## config.mk

```make
export PLATFORM = sky130hd
export DESIGN_NAME = hs_handshake_responder
export DESIGN_NICKNAME = d
export VERILOG_FILES = /design/src/rtl/hs_resp_pkg.sv /design/src/rtl/hs_resp_props.sv /design/src/rtl/hs_handshake_responder.sv
export SDC_FILE = /design/constraint.sdc
export NUM_CORES = 1
export LEC_CHECK = 0
export ABC_AREA = 1
export BUFFER_PORTS_ARGS = -buffer_cell sky130_fd_sc_hd__buf_4
export CAP_MARGIN = 20
export CORE_ASPECT_RATIO = 0.5
export CORE_MARGIN = 8
export CORE_UTILIZATION = 35
export DETAILED_ROUTE_END_ITERATION = 8
export PLACE_DENSITY = 0.58
export SLEW_MARGIN = 40
export SYNTH_ARGS = -nofsm -noshare
export SYNTH_HDL_FRONTEND = slang
export SYNTH_SLANG_ARGS = --single-unit
```

## constraint.sdc

```tcl
create_clock -name clk -period 2 [get_ports clk]
set_input_delay 0.1 -clock clk [delete_from_list [all_inputs] [get_ports clk]]
set_output_delay 0.1 -clock clk [all_outputs]
set_load 0.05 [all_outputs]
```

## src/rtl/hs_resp_pkg.sv

```systemverilog
// Shared types and helpers for the req -> grant -> ack responder.
package hs_resp_pkg;

  typedef enum logic [1:0] {
    IDLE  = 2'd0,
    GRANT = 2'd1,
    WAIT  = 2'd2,
    ACK   = 2'd3
  } hs_state_e;

  // Largest value a w-bit counter can hold before it must saturate.
  function automatic int unsigned sat_limit(input int unsigned w);
    return (32'd1 << w) - 32'd1;
  endfunction

endpackage

```

## src/rtl/hs_resp_props.sv

```systemverilog
// Protocol checker for the responder: grant/ack ordering, ack delay window, pulse shapes.
module hs_resp_props
  import hs_resp_pkg::*;
#(
  parameter int unsigned ACK_MIN = 2,
  parameter int unsigned ACK_MAX = 2
) (
  input logic clk,
  input logic rst_n,
  input logic req,
  input logic grant,
  input logic ack,
  input logic timeout,
  input logic busy
);

  localparam bit BOUNDED = (ACK_MAX != 0);

  // Cycles since the last grant; gcnt == k in cycle G+k while a transaction is open.
  logic        pending;
  int unsigned gcnt;

  always_ff @(posedge clk or negedge rst_n) begin
    if (!rst_n) begin
      pending <= 1'b0;
      gcnt    <= 0;
    end else if (grant) begin
      pending <= 1'b1;
      gcnt    <= 1;
    end else if (ack) begin
      pending <= 1'b0;
    end else if (pending && gcnt != 32'hFFFF_FFFF) begin
      gcnt <= gcnt + 1;
    end
  end

  a_req_grant : assert property (@(posedge clk) disable iff (!rst_n)
    req && !busy |=> grant);

  a_ack_window : assert property (@(posedge clk) disable iff (!rst_n)
    ack |-> pending && gcnt >= ACK_MIN && (!BOUNDED || gcnt <= ACK_MAX));

  a_ack_deadline : assert property (@(posedge clk) disable iff (!rst_n)
    pending && BOUNDED |-> gcnt <= ACK_MAX);

  a_grant_no_ack : assert property (@(posedge clk) disable iff (!rst_n)
    grant |-> !ack);

  a_ack_idle : assert property (@(posedge clk) disable iff (!rst_n)
    ack |=> !busy);

  a_timeout_ack : assert property (@(posedge clk) disable iff (!rst_n)
    timeout |-> ack);

  a_grant_pulse : assert property (@(posedge clk) disable iff (!rst_n)
    grant |=> !grant);

  a_ack_pulse : assert property (@(posedge clk) disable iff (!rst_n)
    ack |=> !ack);

endmodule

```

## src/rtl/hs_handshake_responder.sv

```systemverilog
// Responder end of the req -> grant -> ack handshake with a bounded, done-gated ack window.
// State | meaning: IDLE wait for req | GRANT grant pulse | WAIT count, collect done | ACK ack pulse, latch lat
module hs_handshake_responder
  import hs_resp_pkg::*;
#(
  parameter int unsigned ACK_MIN = 2,
  parameter int unsigned ACK_MAX = 2,
  parameter int unsigned CNT_W   = 8
) (
  input  logic             clk,
  input  logic             rst_n,
  input  logic             req,
  input  logic             done,
  output logic             grant,
  output logic             ack,
  output logic             timeout,
  output logic             busy,
  output logic [CNT_W-1:0] lat
);

  localparam int unsigned      SAT     = sat_limit(CNT_W);
  localparam logic [CNT_W-1:0] CNT_SAT = SAT[CNT_W-1:0];
  localparam logic [CNT_W-1:0] MIN_C   = ACK_MIN[CNT_W-1:0];
  localparam logic [CNT_W-1:0] MAX_C   = ACK_MAX[CNT_W-1:0];
  localparam bit               BOUNDED = (ACK_MAX != 0);

  if (ACK_MIN < 1) begin : g_bad_min
    $error("hs_handshake_responder: ACK_MIN must be at least 1");
  end
  if (BOUNDED && ACK_MAX < ACK_MIN) begin : g_bad_max
    $error("hs_handshake_responder: ACK_MAX must be 0 or >= ACK_MIN");
  end
  if (ACK_MAX > SAT) begin : g_bad_width
    $error("hs_handshake_responder: ACK_MAX does not fit in CNT_W bits");
  end

  hs_state_e        state, state_nxt;
  logic [CNT_W-1:0] cnt, cnt_nxt, cnt_inc;
  logic             done_seen, seen_nxt, done_eff;
  logic             timeout_nxt;
  logic [CNT_W-1:0] lat_nxt;

  always_ff @(posedge clk or negedge rst_n) begin
    if (!rst_n) begin
      state     <= IDLE;
      cnt       <= '0;
      done_seen <= 1'b0;
      timeout   <= 1'b0;
      lat       <= '0;
    end else begin
      state     <= state_nxt;
      cnt       <= cnt_nxt;
      done_seen <= seen_nxt;
      timeout   <= timeout_nxt;
      lat       <= lat_nxt;
    end
  end

  // cnt_inc is the delay d the ack would have if it landed on this edge.
  always_comb begin
    state_nxt   = state;
    cnt_nxt     = cnt;
    seen_nxt    = done_seen;
    timeout_nxt = 1'b0;
    lat_nxt     = lat;
    cnt_inc     = (cnt == CNT_SAT) ? cnt : cnt + 1'b1;
    done_eff    = done_seen | done;
    case (state)
      IDLE: begin
        if (req) begin
          state_nxt = GRANT;
          cnt_nxt   = '0;
          seen_nxt  = 1'b0;
        end
      end
      GRANT, WAIT: begin
        cnt_nxt  = cnt_inc;
        seen_nxt = done_eff;
        if (done_eff && cnt_inc >= MIN_C) begin
          state_nxt = ACK;
          lat_nxt   = cnt_inc;
        end else if (BOUNDED && cnt_inc == MAX_C) begin
          state_nxt   = ACK;
          lat_nxt     = cnt_inc;
          timeout_nxt = 1'b1;
        end else begin
          state_nxt = WAIT;
        end
      end
      ACK:     state_nxt = IDLE;
      default: state_nxt = IDLE;
    endcase
  end

  // Decoded straight from the state register, so every output is flop-driven.
  assign grant = (state == GRANT);
  assign ack   = (state == ACK);
  assign busy  = (state != IDLE);

  hs_resp_props #(
    .ACK_MIN (ACK_MIN),
    .ACK_MAX (ACK_MAX)
  ) u_props (
    .clk     (clk),
    .rst_n   (rst_n),
    .req     (req),
    .grant   (grant),
    .ack     (ack),
    .timeout (timeout),
    .busy    (busy)
  );

endmodule

```

==> results by group <==
Placement
  • DP Wirelength: 2.022 mm
  • I/O Buffers: 15
  • DP Area: around 1300 sq um
  • Pre-CTS setup slack: -0.01606 ns
  • RePlAce Congestion: 0.7976

Clock network
  • Clk slew on worst S/H paths: approximately 0.07 ns
  • CTS root buffer: clkbuf_8
  • H-tree lvl count: 1
  • Sink Count: 20
  • Clk_lat worst skew: about 0.26 ns
  • CTS tree: done
  • TritonCTS buffer count: 3
  • CTS Buffer Depth: 2

STA
  • Worst slew margin: 62.74%
  • Final period util: ~92%
  • Setup violators final: 0
  • Setup WS post-layout: 0.1549 ns
  • Hold Slack: roughly 0.15 ns
  • Top achievable clock speed: 542.0 MHz
  • Setup_tns: 0 ns
  • Hold Fails Final Rpt: 0
  • Worst-Margin Slew: 0.5551 ns
  • Skew final: 0.002141 ns
  • Tmin final: between 1.5 and 2 ns
  • Final slew viol count: 0

Final layout
  • Sequential cell area: 500.5 sq um
  • FILL cells: between 200 and 300
  • Syn-to-layout area delta: 30.83%
  • Nets: 185
  • Antenna diode count: 0
  • Area of the multi-input gates: 654.4 sq um
  • Final Cell Area: 1524 sq um
  • Layout cells sized above 1: 31.82%

Synthesis
  • Sequential fraction of the synthesis area: 42.96%
  • Syn. warnings: 0
  • Ys async rst share: 100.0%
  • Mapped Avg Cell Area: 7.979 sq um
  • Most area-hungry cell type in the Yosys netlist: dfrtp_1
  • Dominant cell by count in the synthesized netlist: nand2_1
  • Number of flops mapped to enable cells by yosys: 0
  • Synth area leaders: dfrtp_1 (43%), nand2_1 (15%), nand3_1 (6.4%)
  • Post-synthesis cell count: 146
  • Synth Register Bits: 20
  • Commonest cells post-synth: nand2_1 (48), dfrtp_1 (20), inv_1 (15), nand3_1 (15), o21ai_0 (10)
  • Synthesized area: ~1200 sq um
  • Synthesized Nets: 154
  • Synth top area share: around 43%
  • Yosys cell types: 23
  • Main synth FF type: dfrtp_1

Global route
  • Initial antenna violation count: 0
  • Overall Global Routing Usage: 10.20%
  • Grt ovf: 0
  • First-pass GRT wire length: between 4 and 5 mm
  • Pin count of the biggest net entering global routing: 21
  • Vias in the first global route: 991

Route
  • DRT Pass-1 Iters: 4
  • Final WL: ~2.8 mm
  • Post-route ant nets: 0
  • Routed via count: 1043
  • Wire per inst: 12.93 um
  • Drc violations: 0
  • Vias/cell: 4.829
  • Drt initial violations: 88

Setup path
  • Critical Path End Type: flip-flop
  • WP data required: 2.15 ns
  • Reg2reg end: lat[0]$_DFFE_PN0P_
  • Reg-to-reg slack, setup: 0.15 ns
  • CP arrival: 2.00 ns
  • CP Launch Type: flip-flop
  • Worst reg2reg path depth: 10
  • WS Path Type: reg2reg
  • Max FO, Critical Path: 5
  • Origin of the critical flop-to-flop path: cnt[0]$_DFFE_PN0P_

Floorplanning
  • Die width: between 90 and 100 um
  • DIE HEIGHT: 56.80 um
  • Num rows: 14
  • Core Area: 3083 sq um
  • Initial Util: 37.78%
  • Top Ports: 16
  • Die ar.: 5542 sq um

Min path
  • WHS Path Cells: 3
  • Hold path start: done
  • HP Class: in2reg
  • End of the worst hold path: timeout$_DFF_PN0_

Job
  • Max-cap violations: 0

Status
  • Status: complete, no violations
==> how the worst max path moves through the flow <==
| stage | start | end | slack, ns | depth (start not counted) |
|---|---|---|---|---|
| 5_1_grt | cnt[0]$_DFFE_PN0P_ | lat[0]$_DFFE_PN0P_ | -0.002 | 12 |
| 3_3_place_gp | cnt[0]$_DFFE_PN0P_ | lat[7]$_DFFE_PN0P_ | 0.05 | 10 |
| 6_report | cnt[0]$_DFFE_PN0P_ | lat[0]$_DFFE_PN0P_ | 0.15 | 10 |
| 3_5_place_dp | cnt[0]$_DFFE_PN0P_ | lat[7]$_DFFE_PN0P_ | -0.02 | 10 |
| 4_1_cts | cnt[0]$_DFFE_PN0P_ | lat[7]$_DFFE_PN0P_ | 0.01 | 11 |
| 2_1_floorplan | cnt[0]$_DFFE_PN0P_ | lat[0]$_DFFE_PN0P_ | 0.22 | 10 |
==> worst max-delay path, cell delays in order (launching register included) <==
cell and delay [ns]:
dfrtp_1 0.36, ha_2 0.22, nand3_4 0.11, buf_4 0.16, nand2_1 0.07, nand3_2 0.12
nor2_4 0.16, buf_4 0.13, nand4_2 0.19, nand3_1 0.15, nand2_1 0.06
==> area by class of cell <==
| cell class | instances | area share (%) |
|---|---|---|
| sequential | 20 | 32.84 |
| timing repair buffer | 26 | 12.97 |
| multi-input combinational | 109 | 42.94 |
| tap | 40 | 3.284 |
| clock buffer | 4 | 3.612 |
| inverter | 17 | 4.351 |
==> cells in the final DEF, fill, tap and decap left out, types with 2 or more instances in the layout <==
cell type	instances
buf_4	25
nand2_2	4
nand2_1	48
nand2_4	2
nor2_4	4
nand3_2	2
nand3_1	14
inv_1	15
clkbuf_8	4
nor2_1	5
o21ai_0	10
ha_1	3
nand3_4	4
dfrtp_1	20
nor2_2	4
==> per-stage QoR <==
step | utilization, % | instances
after floorplan | - | 146
after global placement | 43.18 | 202
after detailed placement | 43.18 | 202
after CTS | 45.58 | 207
after global routing | 49.43 | 216
final | 49.43 | 216
==> repair_timing <==
item	CTS	global route
pin swaps	0	7
cloned	0	1
endpoints found under the hold margin	20	0
endpoints found under the setup margin	8	9
resized for setup	1	10
buffers inserted	0	8
hold buffers	1	0
==> registers in the layout, summed over array words and instances, names as in the netlist <==
signal and cells:
done_seen 1, cnt 8, timeout 1, lat 8, state 2
==> layer usage <==
layer  vias up  track usage [%]  share of wire (%)
met3         2            2.927                6.2
met1       481            13.61                 49
met2        31            15.41                 44
met5         -                0                  0
met4         0            2.991               0.97
li1        529                -                  -
==> logic make-up (layout without fill, tap and decap cells) <==
group	after synthesis	count (layout)	synth area share (%)
xor gates and xnor gates	1	1	0.7520
DFF	20	20	42.96
and+or+nand+nor	90	91	39.42
AOI/OAI and AO/OA	13	13	6.015
adders and majority gates	4	4	4.297
buffers and inverters	18	47	6.551
Power is left out: the tool's default activity adds up to more than one toggle a clock period on the data nets, which glitch-free logic cannot reach.
